File: src/rtl/cntr_pkg.sv
// Shared types and default widths for the interval-timer controller.
// The optional prescaler is selected with CNTR_CTRL_PRESCALE_EN.
package cntr_pkg;

    typedef enum logic [1:0] {
        IDLE = 2'd0,
        RUN  = 2'd1,
        DONE = 2'd2
    } cntr_state_e;

    localparam int CNTR_COUNT_WIDTH_DFLT    = 4;
    localparam int CNTR_PRESCALE_WIDTH_DFLT = 4;

endpackage

File: src/rtl/cntr_prescale.sv
// Rate divider: pulses step once every div+1 cycles while clear is low.
// Only instantiated when CNTR_CTRL_PRESCALE_EN is defined.
module cntr_prescale #(
    parameter int WIDTH = 4
) (
    input  logic             clk,
    input  logic             rst_n,
    input  logic             clear,
    input  logic [WIDTH-1:0] div,
    output logic             step
);

    logic [WIDTH-1:0] cnt_reg;

    assign step = !clear && (cnt_reg == div);

    always_ff @(posedge clk or negedge rst_n) begin
        if (!rst_n) begin
            cnt_reg <= '0;
        end else if (clear || step) begin
            cnt_reg <= '0;
        end else begin
            cnt_reg <= cnt_reg + WIDTH'(1);
        end
    end

endmodule

File: src/rtl/cntr_ctrl.sv
// Interval-timer controller: start/stop/terminal-count/reload sequencing of a count register.
// Define CNTR_CTRL_PRESCALE_EN to build the prescaler; otherwise every RUN cycle is a step.
module cntr_ctrl
    import cntr_pkg::*;
#(
    parameter int COUNT_WIDTH    = CNTR_COUNT_WIDTH_DFLT,
    parameter int PRESCALE_WIDTH = CNTR_PRESCALE_WIDTH_DFLT
) (
    input  logic                      clk,
    input  logic                      rst_n,
    input  logic                      start,
    input  logic                      stop,
    input  logic                      reload,
    input  logic [COUNT_WIDTH-1:0]    period,
    input  logic [PRESCALE_WIDTH-1:0] prescale,
    output logic [COUNT_WIDTH-1:0]    count,
    output logic                      busy,
    output logic                      tc,
    output logic                      done
);

    cntr_state_e            state_reg;
    logic [COUNT_WIDTH-1:0] count_reg;
    logic [COUNT_WIDTH-1:0] period_q_reg;
    logic                   reload_q_reg;
    logic                   tc_reg;
    logic                   step;

`ifdef CNTR_CTRL_PRESCALE_EN
    logic [PRESCALE_WIDTH-1:0] prescale_q_reg;
    logic                      presc_clear;

    // Prescaler restarts from zero on every start and whenever not counting.
    assign presc_clear = (state_reg != RUN) || start || stop;

    always_ff @(posedge clk or negedge rst_n) begin
        if (!rst_n) begin
            prescale_q_reg <= '0;
        end else if (start && !stop) begin
            prescale_q_reg <= prescale;
        end
    end

    cntr_prescale #(
        .WIDTH (PRESCALE_WIDTH)
    ) u_prescale (
        .clk   (clk),
        .rst_n (rst_n),
        .clear (presc_clear),
        .div   (prescale_q_reg),
        .step  (step)
    );
`else
    logic unused_prescale;

    assign unused_prescale = ^prescale;
    assign step            = (state_reg == RUN);
`endif

    always_ff @(posedge clk or negedge rst_n) begin
        if (!rst_n) begin
            state_reg    <= IDLE;
            count_reg    <= '0;
            period_q_reg <= '0;
            reload_q_reg <= 1'b0;
            tc_reg       <= 1'b0;
        end else begin
            tc_reg <= 1'b0;
            if (stop) begin
                state_reg <= IDLE;
                count_reg <= '0;
            end else if (start) begin
                state_reg    <= RUN;
                count_reg    <= '0;
                period_q_reg <= period;
                reload_q_reg <= reload;
            end else if (state_reg == RUN && step) begin
                if (count_reg == period_q_reg) begin
                    tc_reg <= 1'b1;
                    if (reload_q_reg) begin
                        count_reg <= '0;
                    end else begin
                        state_reg <= DONE;
                    end
                end else begin
                    count_reg <= count_reg + COUNT_WIDTH'(1);
                end
            end
        end
    end

    assign count = count_reg;
    assign busy  = (state_reg == RUN);
    assign done  = (state_reg == DONE);
    assign tc    = tc_reg;

endmodule
File: config.mk
export PLATFORM = sky130hd
export DESIGN_NAME = cntr_ctrl
export DESIGN_NICKNAME = d
export VERILOG_FILES = /design/src/rtl/cntr_pkg.sv /design/src/rtl/cntr_prescale.sv /design/src/rtl/cntr_ctrl.sv
export SDC_FILE = /design/constraint.sdc
export NUM_CORES = 1
export LEC_CHECK = 0
export CAP_MARGIN = 20
export CORE_MARGIN = 2
export CORE_UTILIZATION = 37
export DETAILED_ROUTE_END_ITERATION = 10
export PLACE_DENSITY_LB_ADDON = 0.2
export SYNTH_ARGS = -nofsm -noshare
export SYNTH_HDL_FRONTEND = slang
export SYNTH_SLANG_ARGS = --single-unit
File: constraint.sdc
create_clock -name clk -period 2.36 [get_ports clk]
set_input_delay 0.236 -clock clk [delete_from_list [all_inputs] [get_ports clk]]
set_output_delay 0.236 -clock clk [all_outputs]
set_load 0.01 [all_outputs]
==> flow_summary.toml <==
[timing]
setup_tns_ns = 0
fmax_ghz = 0.553
final_max_slew_viol_count = 0
slew_headroom_pct = 64.5
rsz0062_at_grt = "no"
period_share_pct = 76.6
min_period_ns = 1.81
clock_skew_ns = 0.00383
setup_viol = 0
worst_pin_slew_ns = 0.531
final-hold-violation-count = 0
timing.final.ws_setup_ns = 0.551

[hold_path]
hold_class = "primary input to async pin"

[setup_path]
crit_fanout = 4
cp_data_required_time_ns = 2.12
cp_slowest_cell = "clkdlybuf4s50_1"
reg2reg_depth = 4
reg2reg_from = "count[0]"
critical-path-top-delay-family = "buffers and inverters"
path_buf_inv = 2
start_kind = "flip-flop"
crit_arrival_ns = 1.57
reg2reg_slack_ns = 0.80
end_kind = "output port"
r2r-end = "count[0]"
critical-path-max-stage-delay_ns = 0.55
worst-setup-path-type = "flip-flop to output port"
path_cells = "nand2b_1, inv_1, clkdlybuf4s50_1"

[floorplanning]
start_util_pct = 40.1
core_sq_um = 1540
die_h_microns = 44.9
io_pins = 20
die_x_microns = 44.9
core.rowCount = 14
die-area_sq_um = 2010

[grt]
grt_pass1_vias = 461
track_usage_pct = 14.0
grt-ovfl-total = 0
antenna_found_initial = 0
grt_max_degree = 13
grt_pass1_wl_microns = 1980

[clocking]
clkTransAtPathRegs_ns = 0.08
cts_setup_buffers = 0
cts_hold_buf = 0
cts-resized-gates = 0
clkLatencyLatePin_ns = 0.28
cts_num_sinks = 12
h-tree-depth = 1
numCtsBuffers = 3
cts_root_buffer = "clkbuf_4"
clockBufferDepth = 2
tritoncts = "done"

[synthesis]
synth_area_leaders = "dfrtp_1 49%, mux2_2 9.1%, xnor2_1 7.1%"
syn_inst = 54
synth_cell_types = 24
synth_seq_cells = 12
yosys_warnings = 0
yosysTopAreaCell = "dfrtp_1"
yosysSeqAreaShare_pct = 48.6
yosysTopAreaCellShare_pct = 48.6
syn_nets = 68
syn-mean-instance-area_sq_um = 11.4
syn_area_sq_um = 618

[routing]
viasPerCell = 5.39
totalWireLength_microns = 1150
first_pass_iters = 4
vias = 474
wl_per_cell_microns = 13.1
detail_route.iter0.violations = 13
ant_nets = 0
drc = 0

[flow_run]
drv_cap = 0

[cells_and_area]
final_cells = 88
final_cell_mix = "15 x clkdlybuf4s50_1, 12 x dfrtp_1, 5 x xnor2_1, 5 x mux2_2"
layout_commonest_cell = "clkdlybuf4s50_1"
num_antenna_cells = 0
final_core_util_pct = 53.2
drive_above_1_share_pct = 19.4
fillCellCount = 146
layout.nets = 87
syn_to_final_growth_pct = 32.8

[placed_design]
gp_congestion = 0.692
place_ws_ns = 0.642
dp_cells = 84
numPortBuffers = 15

[run_status]
status = "finished clean"

[pwr]
p_per_area_nw_per_um2 = 588
peakVddDrop_uv = 307
p_leak_uw = 0.000350
## metrics by stage
| stage | hold slack [ns] | total power, uW | cell area (sq um) |
|---|---|---|---|
| 3_3_place_gp | 0.508 | 319 | 785 |
| 2_1_floorplan | -0.0596 | 285 | 618 |
| 4_1_cts | 0.322 | 493 | 821 |
| 3_5_place_dp | 0.508 | 321 | 785 |
| 6_report | 0.299 | 483 | 821 |
| 5_1_grt | 0.344 | 508 | 821 |
## layout make-up
class / instances / area (sq um) / share of cell area (%)
Timing Repair Buffer: 15 / 150 / 18.3
Tap cell: 16 / 20.0 / 2.44
Sequential cell: 12 / 300 / 36.6
Inverter: 2 / 7.51 / 0.915
Multi-Input combinational cell: 39 / 307 / 37.3
Clock buffer: 4 / 36.3 / 4.42
## worst max-delay path by stage
stage | cells past startpoint | startpoint | slack, ns | to
6_report | 3 | state_reg[1] | 0.55 | busy
5_1_grt | 3 | state_reg[1] | 0.46 | busy
4_1_cts | 3 | state_reg[1] | 0.53 | busy
3_5_place_dp | 3 | start | 0.64 | period_q_reg[0]
3_3_place_gp | 3 | start | 0.65 | period_q_reg[1]
2_1_floorplan | 4 | count[0] | 0.97 | count[3]
## layer usage
layer | vias to the layer above | global-route usage, % | wire (microns)
met3 | 2 | 3.60 | 65
met4 | 0 | 8.82 | 25
met2 | 14 | 21.2 | 509
li1 | 228 | - | -
met5 | - | 0 | 0
met1 | 230 | 17.8 | 550
## power by group
part	total, uW	switching (uW)	internal, uW	leakage, uW
sequential	238	16.0	222	0.000154
clock	168	73.6	93.9	0.0000210
combinational	77.5	33.2	44.3	0.000174
total	483	123	360	0.000350
## synthesized netlist by cell type (all sizes together)
master / number
o21a: 1
and3: 1
nor2b: 2
or2: 1
nand2b: 2
mux2i: 1
o311ai: 1
ha: 1
o31ai: 1
nand4: 1
a211o: 1
nand2: 4
nor2: 4
nand3: 2
inv: 2
o211ai: 1
nor3b: 1
mux2: 5
a32o: 2
nor4b: 1
clkbuf: 1
xnor2: 5
or3: 1
dfrtp: 12
## cell families after synthesis
group,share of synthesized area (%)
AND/OR/NAND/NOR,18.2
flip-flops,48.6
AO/OA/AOI/OAI,11.5
multiplexers,10.7
XOR/XNOR,7.08
buffers and inverters,1.82
adder cells (fa/ha/maj),2.02
Power figures use the tool's default switching activity.
